===== src/rtl/dft_pkg.sv =====
// Shared constants, types and helpers for the DFT front-end blocks.
package dft_pkg;

  localparam logic ROUND_TRUNC = 1'b0;
  localparam logic ROUND_NEAR  = 1'b1;

  typedef enum logic [0:0] {
    ST_IDLE  = 1'b0,
    ST_ACCUM = 1'b1
  } decim_state_e;

  // Accumulator must hold the sum of 2**max_log2_dec full-scale samples.
  function automatic int acc_w(input int data_w, input int max_log2_dec);
    return data_w + max_log2_dec;
  endfunction

endpackage


===== src/rtl/dft_round_shift.sv =====
// Signed arithmetic right shift by a runtime amount, truncating toward zero or
// rounding to nearest with ties away from zero.
module dft_round_shift
  import dft_pkg::*;
#(
  parameter int DATA_W = 12,
  parameter int ACC_W  = 16,
  parameter int SH_W   = 3
) (
  input  logic [ACC_W-1:0]  sum_i,
  input  logic [SH_W-1:0]   shift_i,
  input  logic              round_i,
  output logic [DATA_W-1:0] res_o
);

  localparam int MAG_W = ACC_W + 1;

  logic             neg;
  logic [MAG_W-1:0] ext;
  logic [MAG_W-1:0] mag;
  logic [MAG_W-1:0] bias;
  logic [MAG_W-1:0] scaled;
  logic [MAG_W-1:0] signed_res;

  // Work on the magnitude so both modes are symmetric about zero; one extra bit
  // keeps the magnitude of the most negative sum representable.
  always_comb begin
    neg  = sum_i[ACC_W-1];
    ext  = {sum_i[ACC_W-1], sum_i};
    if (neg) begin
      mag = MAG_W'(0) - ext;
    end else begin
      mag = ext;
    end
    if ((round_i == ROUND_NEAR) && (shift_i != SH_W'(0))) begin
      bias = MAG_W'(1) << (shift_i - SH_W'(1));
    end else begin
      bias = MAG_W'(0);
    end
    scaled = (mag + bias) >> shift_i;
    if (neg) begin
      signed_res = MAG_W'(0) - scaled;
    end else begin
      signed_res = scaled;
    end
    res_o = signed_res[DATA_W-1:0];
  end

endmodule


===== src/rtl/dft_decim_avg.sv =====
// Block-averaging decimator: sums 2**L signed samples and emits their scaled mean
// through a single registered output slot with valid/ready flow control.
module dft_decim_avg
  import dft_pkg::*;
#(
  parameter int DATA_W       = 12,
  parameter int MAX_LOG2_DEC = 4,
  parameter int CFG_W        = 3
) (
  input  logic              clk,
  input  logic              rst,
  input  logic [CFG_W-1:0]  cfg_log2_dec,
  input  logic              cfg_round,
  input  logic [DATA_W-1:0] data_in,
  input  logic              valid_in,
  input  logic              sync_in,
  output logic              ready_in,
  output logic [DATA_W-1:0] data_out,
  output logic              valid_out,
  input  logic              ready_out
);

  localparam int ACC_W = acc_w(DATA_W, MAX_LOG2_DEC);
  localparam int CNT_W = MAX_LOG2_DEC + 1;
  localparam logic [CFG_W-1:0] MAX_L = CFG_W'(MAX_LOG2_DEC);

  decim_state_e      state_q, state_d;
  logic [ACC_W-1:0]  acc_q, acc_d;
  logic [CNT_W-1:0]  cnt_q, cnt_d;
  logic [CFG_W-1:0]  l_q, l_d;
  logic              round_q, round_d;
  logic [DATA_W-1:0] data_out_q, data_out_d;
  logic              valid_out_q, valid_out_d;

  logic              accept;
  logic              first;
  logic [CFG_W-1:0]  cfg_l_clamped;
  logic [CFG_W-1:0]  l_eff;
  logic              round_eff;
  logic [CNT_W-1:0]  cnt_base;
  logic [CNT_W-1:0]  last_cnt;
  logic [ACC_W-1:0]  acc_base;
  logic [ACC_W-1:0]  sum;
  logic [DATA_W-1:0] rounded;

  assign ready_in  = !valid_out_q || ready_out;
  assign data_out  = data_out_q;
  assign valid_out = valid_out_q;

  dft_round_shift #(
    .DATA_W (DATA_W),
    .ACC_W  (ACC_W),
    .SH_W   (CFG_W)
  ) u_round_shift (
    .sum_i   (sum),
    .shift_i (l_eff),
    .round_i (round_eff),
    .res_o   (rounded)
  );

  // A block's first sample (idle, or sync) sees the live config and a zero base.
  always_comb begin
    accept = valid_in && ready_in;
    first  = (state_q == ST_IDLE) || sync_in;
    if (cfg_log2_dec > MAX_L) begin
      cfg_l_clamped = MAX_L;
    end else begin
      cfg_l_clamped = cfg_log2_dec;
    end
    if (first) begin
      l_eff     = cfg_l_clamped;
      round_eff = cfg_round;
      cnt_base  = CNT_W'(0);
      acc_base  = ACC_W'(0);
    end else begin
      l_eff     = l_q;
      round_eff = round_q;
      cnt_base  = cnt_q;
      acc_base  = acc_q;
    end
    last_cnt = (CNT_W'(1) << l_eff) - CNT_W'(1);
    sum      = acc_base + {{MAX_LOG2_DEC{data_in[DATA_W-1]}}, data_in};
  end

  // Next-state: accumulate, close blocks into the output slot, retire on handshake.
  always_comb begin
    state_d    = state_q;
    acc_d      = acc_q;
    cnt_d      = cnt_q;
    l_d        = l_q;
    round_d    = round_q;
    data_out_d = data_out_q;
    if (valid_out_q && ready_out) begin
      valid_out_d = 1'b0;
    end else begin
      valid_out_d = valid_out_q;
    end
    if (accept) begin
      l_d     = l_eff;
      round_d = round_eff;
      if (cnt_base == last_cnt) begin
        data_out_d  = rounded;
        valid_out_d = 1'b1;
        acc_d       = ACC_W'(0);
        cnt_d       = CNT_W'(0);
        state_d     = ST_IDLE;
      end else begin
        acc_d   = sum;
        cnt_d   = cnt_base + CNT_W'(1);
        state_d = ST_ACCUM;
      end
    end else begin
      state_d = state_q;
    end
  end

  // State and output registers.
  always_ff @(posedge clk or negedge rst) begin
    if (!rst) begin
      state_q     <= ST_IDLE;
      acc_q       <= ACC_W'(0);
      cnt_q       <= CNT_W'(0);
      l_q         <= CFG_W'(0);
      round_q     <= ROUND_TRUNC;
      data_out_q  <= DATA_W'(0);
      valid_out_q <= 1'b0;
    end else begin
      state_q     <= state_d;
      acc_q       <= acc_d;
      cnt_q       <= cnt_d;
      l_q         <= l_d;
      round_q     <= round_d;
      data_out_q  <= data_out_d;
      valid_out_q <= valid_out_d;
    end
  end

endmodule


===== config.mk =====
export PLATFORM = sky130hd
export DESIGN_NAME = dft_decim_avg
export DESIGN_NICKNAME = d
export VERILOG_FILES = /design/src/rtl/dft_pkg.sv /design/src/rtl/dft_round_shift.sv /design/src/rtl/dft_decim_avg.sv
export SDC_FILE = /design/constraint.sdc
export NUM_CORES = 1
export LEC_CHECK = 0
export CAP_MARGIN = 25
export CORE_MARGIN = 2
export CORE_UTILIZATION = 45
export DETAILED_ROUTE_END_ITERATION = 8
export GPL_ROUTABILITY_DRIVEN = 0
export GPL_TIMING_DRIVEN = 0
export PLACE_DENSITY = 0.71
export SLEW_MARGIN = 20
export SYNTH_ARGS = -nofsm -noshare
export SYNTH_HDL_FRONTEND = slang
export SYNTH_SLANG_ARGS = --single-unit

===== constraint.sdc =====
create_clock -name clk -period 9.1 [get_ports clk]
set_input_delay 1.365 -clock clk [delete_from_list [all_inputs] [get_ports clk]]
set_output_delay 1.365 -clock clk [all_outputs]
set_load 0.03 [all_outputs]

==> results.yml, run 1 <==
power:
  power_mw: 1.92
  power_leakage_nw: 2.29
  p_per_area_mw_per_mm2: 333
  ir_drop_mv: 0.109
critical_path:
  path_buf_inv: 6
  cp_max_fo: 19
  rr_worst_depth: 30
  crit_slowest_cell: "or4b_1"
  path_delay_family: "simple AND/OR/NAND/NOR gates"
  arrival_ns: 8.91
  reg2reg_slack_ns: 1.54
  crit_type: "in -> reg"
  startpoint_type: "primary input"
  cp-end-kind: "flop"
  critPathMaxStageDelay_ns: 0.48
  required_ns: 9.34
  worst-path-stages: 31
final_layout:
  syn_to_final_growth_pct: 14.9
  final_layout_size_suffix_gt1_share_pct: 9.14
  nets: 751
  instances_no_fill: 840
  final_util_pct: 53.1
  n_antenna_cell: 0
global_routing:
  busiest_layer: "met2"
  track_usage_pct: 24.7
  use_met2_pct: 40.3
  grt_util_met3_pct: 2.49
  overflow: 0
  grt_pass1_vias: 4864
  grt_pass1_wl_um: 23700
  grtUsageMet1_pct: 34.1
  antenna_found_initial: 0
  grt_max_degree: 22
route:
  wire_per_inst_um: 17.6
  ant_nets: 0
  dr_total_vias: 5354
  dr.pass1.iters: 5
  wl_um: 14800
  drcViolationCount: 0
  drt_iter0_drc: 550
  avgViaCountPerCell: 6.37
clocking:
  htreeDepth: 2
  cts_root_buf: "clkbuf_8"
  clock_sinks: 39
  insertion_delay_ns: 0.31
  cts_buffer_depth: 2
  cts_tree: "yes"
  clkSlewWorstSetupHoldPaths_ns: 0.08
  ctsHoldBuffers: 0
  numCtsBuffers: 5
synth:
  syn_area_per_cell_um2: 7.63
  syn_inst: 657
  yosysSeqAreaShare_pct: 19.5
  netlist.top_cell.by_area: "dfrtp_1"
  ys_ff_latch: 39
  synth_top_area_share_pct: 19.5
  netlist_area_mm2: 0.00501
  synth-edff-count: 0
  ys.flop_type: "dfrtp_1"
  synth_area_leaders: "dfrtp_1 19%, ha_1 7.2%, nand2_1 6.7%"
  synth_nets: 709
  async_flop_share_pct: 100
  yosysUniqueCellTypes: 83
  yosysWarnings: 0
timing:
  hold_viol: 0
  holdWs_ns: 0.474
  period_share_pct: 95.3
  skew_ns: 0.00536
  tightest_slew_ns: 0.728
  fin_crit_ns: 8.67
  maxSlewViolCount: 0
  relSlewSlack_pct: 50.1
  setup_violations: 0
  worst_slack_ns: 0.429
  max_freq_mhz: 115
floorplanning:
  die_w_um: 110
  die_area_mm2: 0.0120
  dieHeight_um: 110
  start_util_pct: 46.2
  num_rows: 38
  core_mm2: 0.0108
  io-pin-count: 35
hold_path:
  hp-class: "reg -> reg"
  hold_depth: 2
place:
  numPortBuffers: 34
  dpl.cell_count: 832
  dp_hpwl_um: 11800
  pre_cts_slack_ns: -1.16
outcome:
  outcome: "finished, final reports clean"
job:
  cap_violations: 0
-- placed cells by master, fill, tap and decap left out, drive strengths merged, types with 4 or more instances in the layout --
cell | synthesis | layout
a211o | 5 | 5
a211oi | 9 | 9
a21o | 9 | 9
a21oi | 40 | 40
a22oi | 5 | 5
a31oi | 5 | 5
a41oi | 6 | 6
and2 | 24 | 24
buf | 10 | 14
clkbuf | 26 | 30
clkdlybuf4s50 | 0 | 33
dfrtp | 39 | 39
ha | 29 | 29
inv | 11 | 11
mux2i | 14 | 14
nand2 | 90 | 90
nand2b | 6 | 6
nand3 | 20 | 20
nand4 | 10 | 10
nor2 | 50 | 50
nor3 | 27 | 27
nor3b | 4 | 4
nor4 | 11 | 11
o211a | 5 | 5
o211ai | 12 | 12
o21a | 8 | 8
o21ai | 48 | 48
o31ai | 20 | 20
or2 | 4 | 4
or3 | 6 | 6
or4 | 4 | 4
xnor2 | 29 | 29
xor2 | 23 | 23
-- metal layers --
metal	share of wire [%]	routed length, µm
met1	45	6700
met2	47	6930
met3	5.9	879
met4	2.1	308
met5	0	0
-- what timing repair did --
action	CTS	global route
resized for setup	6	18
endpoints found under the setup margin	10	8
pin swaps	0	1
buffers inserted	0	1
-- logic make-up after synthesis --
kind of cell | count (synthesis) | synth area share [%]
AOI/OAI and AO/OA | 206 | 29.7
xor gates and xnor gates | 52 | 9.24
adders and majority gates | 31 | 8.04
buffers and inverters | 48 | 3.92
DFF | 39 | 19.5
muxes | 17 | 3.47
and+or+nand+nor | 264 | 26.1
-- tightest hold or removal path: stages, from the launching register on --
cell	delay, ns
dfrtp_1	0.34
nand2_1	0.05
o31ai_1	0.06
-- cell type report --
class | instances | area (µm²)
Tap cell | 140 | 175
Inverter | 12 | 45.0
Clock buffer | 6 | 72.6
Timing Repair Buffer | 36 | 370
Buffer | 35 | 159
Clock inverter | 2 | 60.1
Multi-Input combinational cell | 570 | 3900
Fill cell | 1041 | 5080
Sequential cell | 39 | 976
-- final timing paths --
| kind | end | start |
|---|---|---|
| setup / recovery | data_out[10] | sync_in |
| hold / removal | acc_q[2] | acc_q[2] |
| setup reg to reg | data_out[10] | state_q |
| hold reg to reg | acc_q[2] | acc_q[2] |
| max in group asynchronous | acc_q[6] | rst |
| min in group asynchronous | round_q | rst |
-- sequential cells by signal, indices dropped and copies added, names as in the netlist --
name	count
round_q	1
cnt_q	5
data_out	12
acc_q	16
valid_out	1
state_q	1
l_q	3
-- where the power goes --
group	internal, mW	switching [mW]
logic	0.557	0.911
clock network	0.110	0.0683
registers	0.235	0.0351
-- metrics by stage --
stage               TNS (ns)  area [µm²]
finish                     0        5760
global route         -0.0116        5760
CTS                        0        5690
detailed placement     -8.70        5550
global placement       -7.42        5530
floorplan                  0        5010
-- Yosys cell counts (8+ instances only) --
| cell type | n |
|---|---|
| xnor2_1 | 29 |
| mux2i_1 | 14 |
| nor2_1 | 50 |
| inv_1 | 11 |
| dfrtp_1 | 39 |
| nor3_1 | 23 |
| a21oi_1 | 36 |
| nor4_1 | 9 |
| clkbuf_1 | 25 |
| o211ai_1 | 10 |
| nand4_1 | 10 |
| a21o_1 | 9 |
| o21a_1 | 8 |
| nand2_1 | 90 |
| nand3_1 | 19 |
| o21ai_0 | 43 |
| xor2_1 | 22 |
| ha_1 | 29 |
| and2_1 | 24 |
| o31ai_1 | 19 |
No activity file was read; power rests on OpenSTA's default activity.
==> run 2: changes to the inputs <==
--- a/config.mk
+++ b/config.mk
@@ -8,6 +8,7 @@
 export CAP_MARGIN = 25
 export CORE_MARGIN = 2
 export CORE_UTILIZATION = 45
+export CTS_CLUSTER_DIAMETER = 200
 export DETAILED_ROUTE_END_ITERATION = 8
 export GPL_ROUTABILITY_DRIVEN = 0
 export GPL_TIMING_DRIVEN = 0
==> results of run 2 <==
Same layout as run 1: the final DEF is identical, and so are final timing and power.
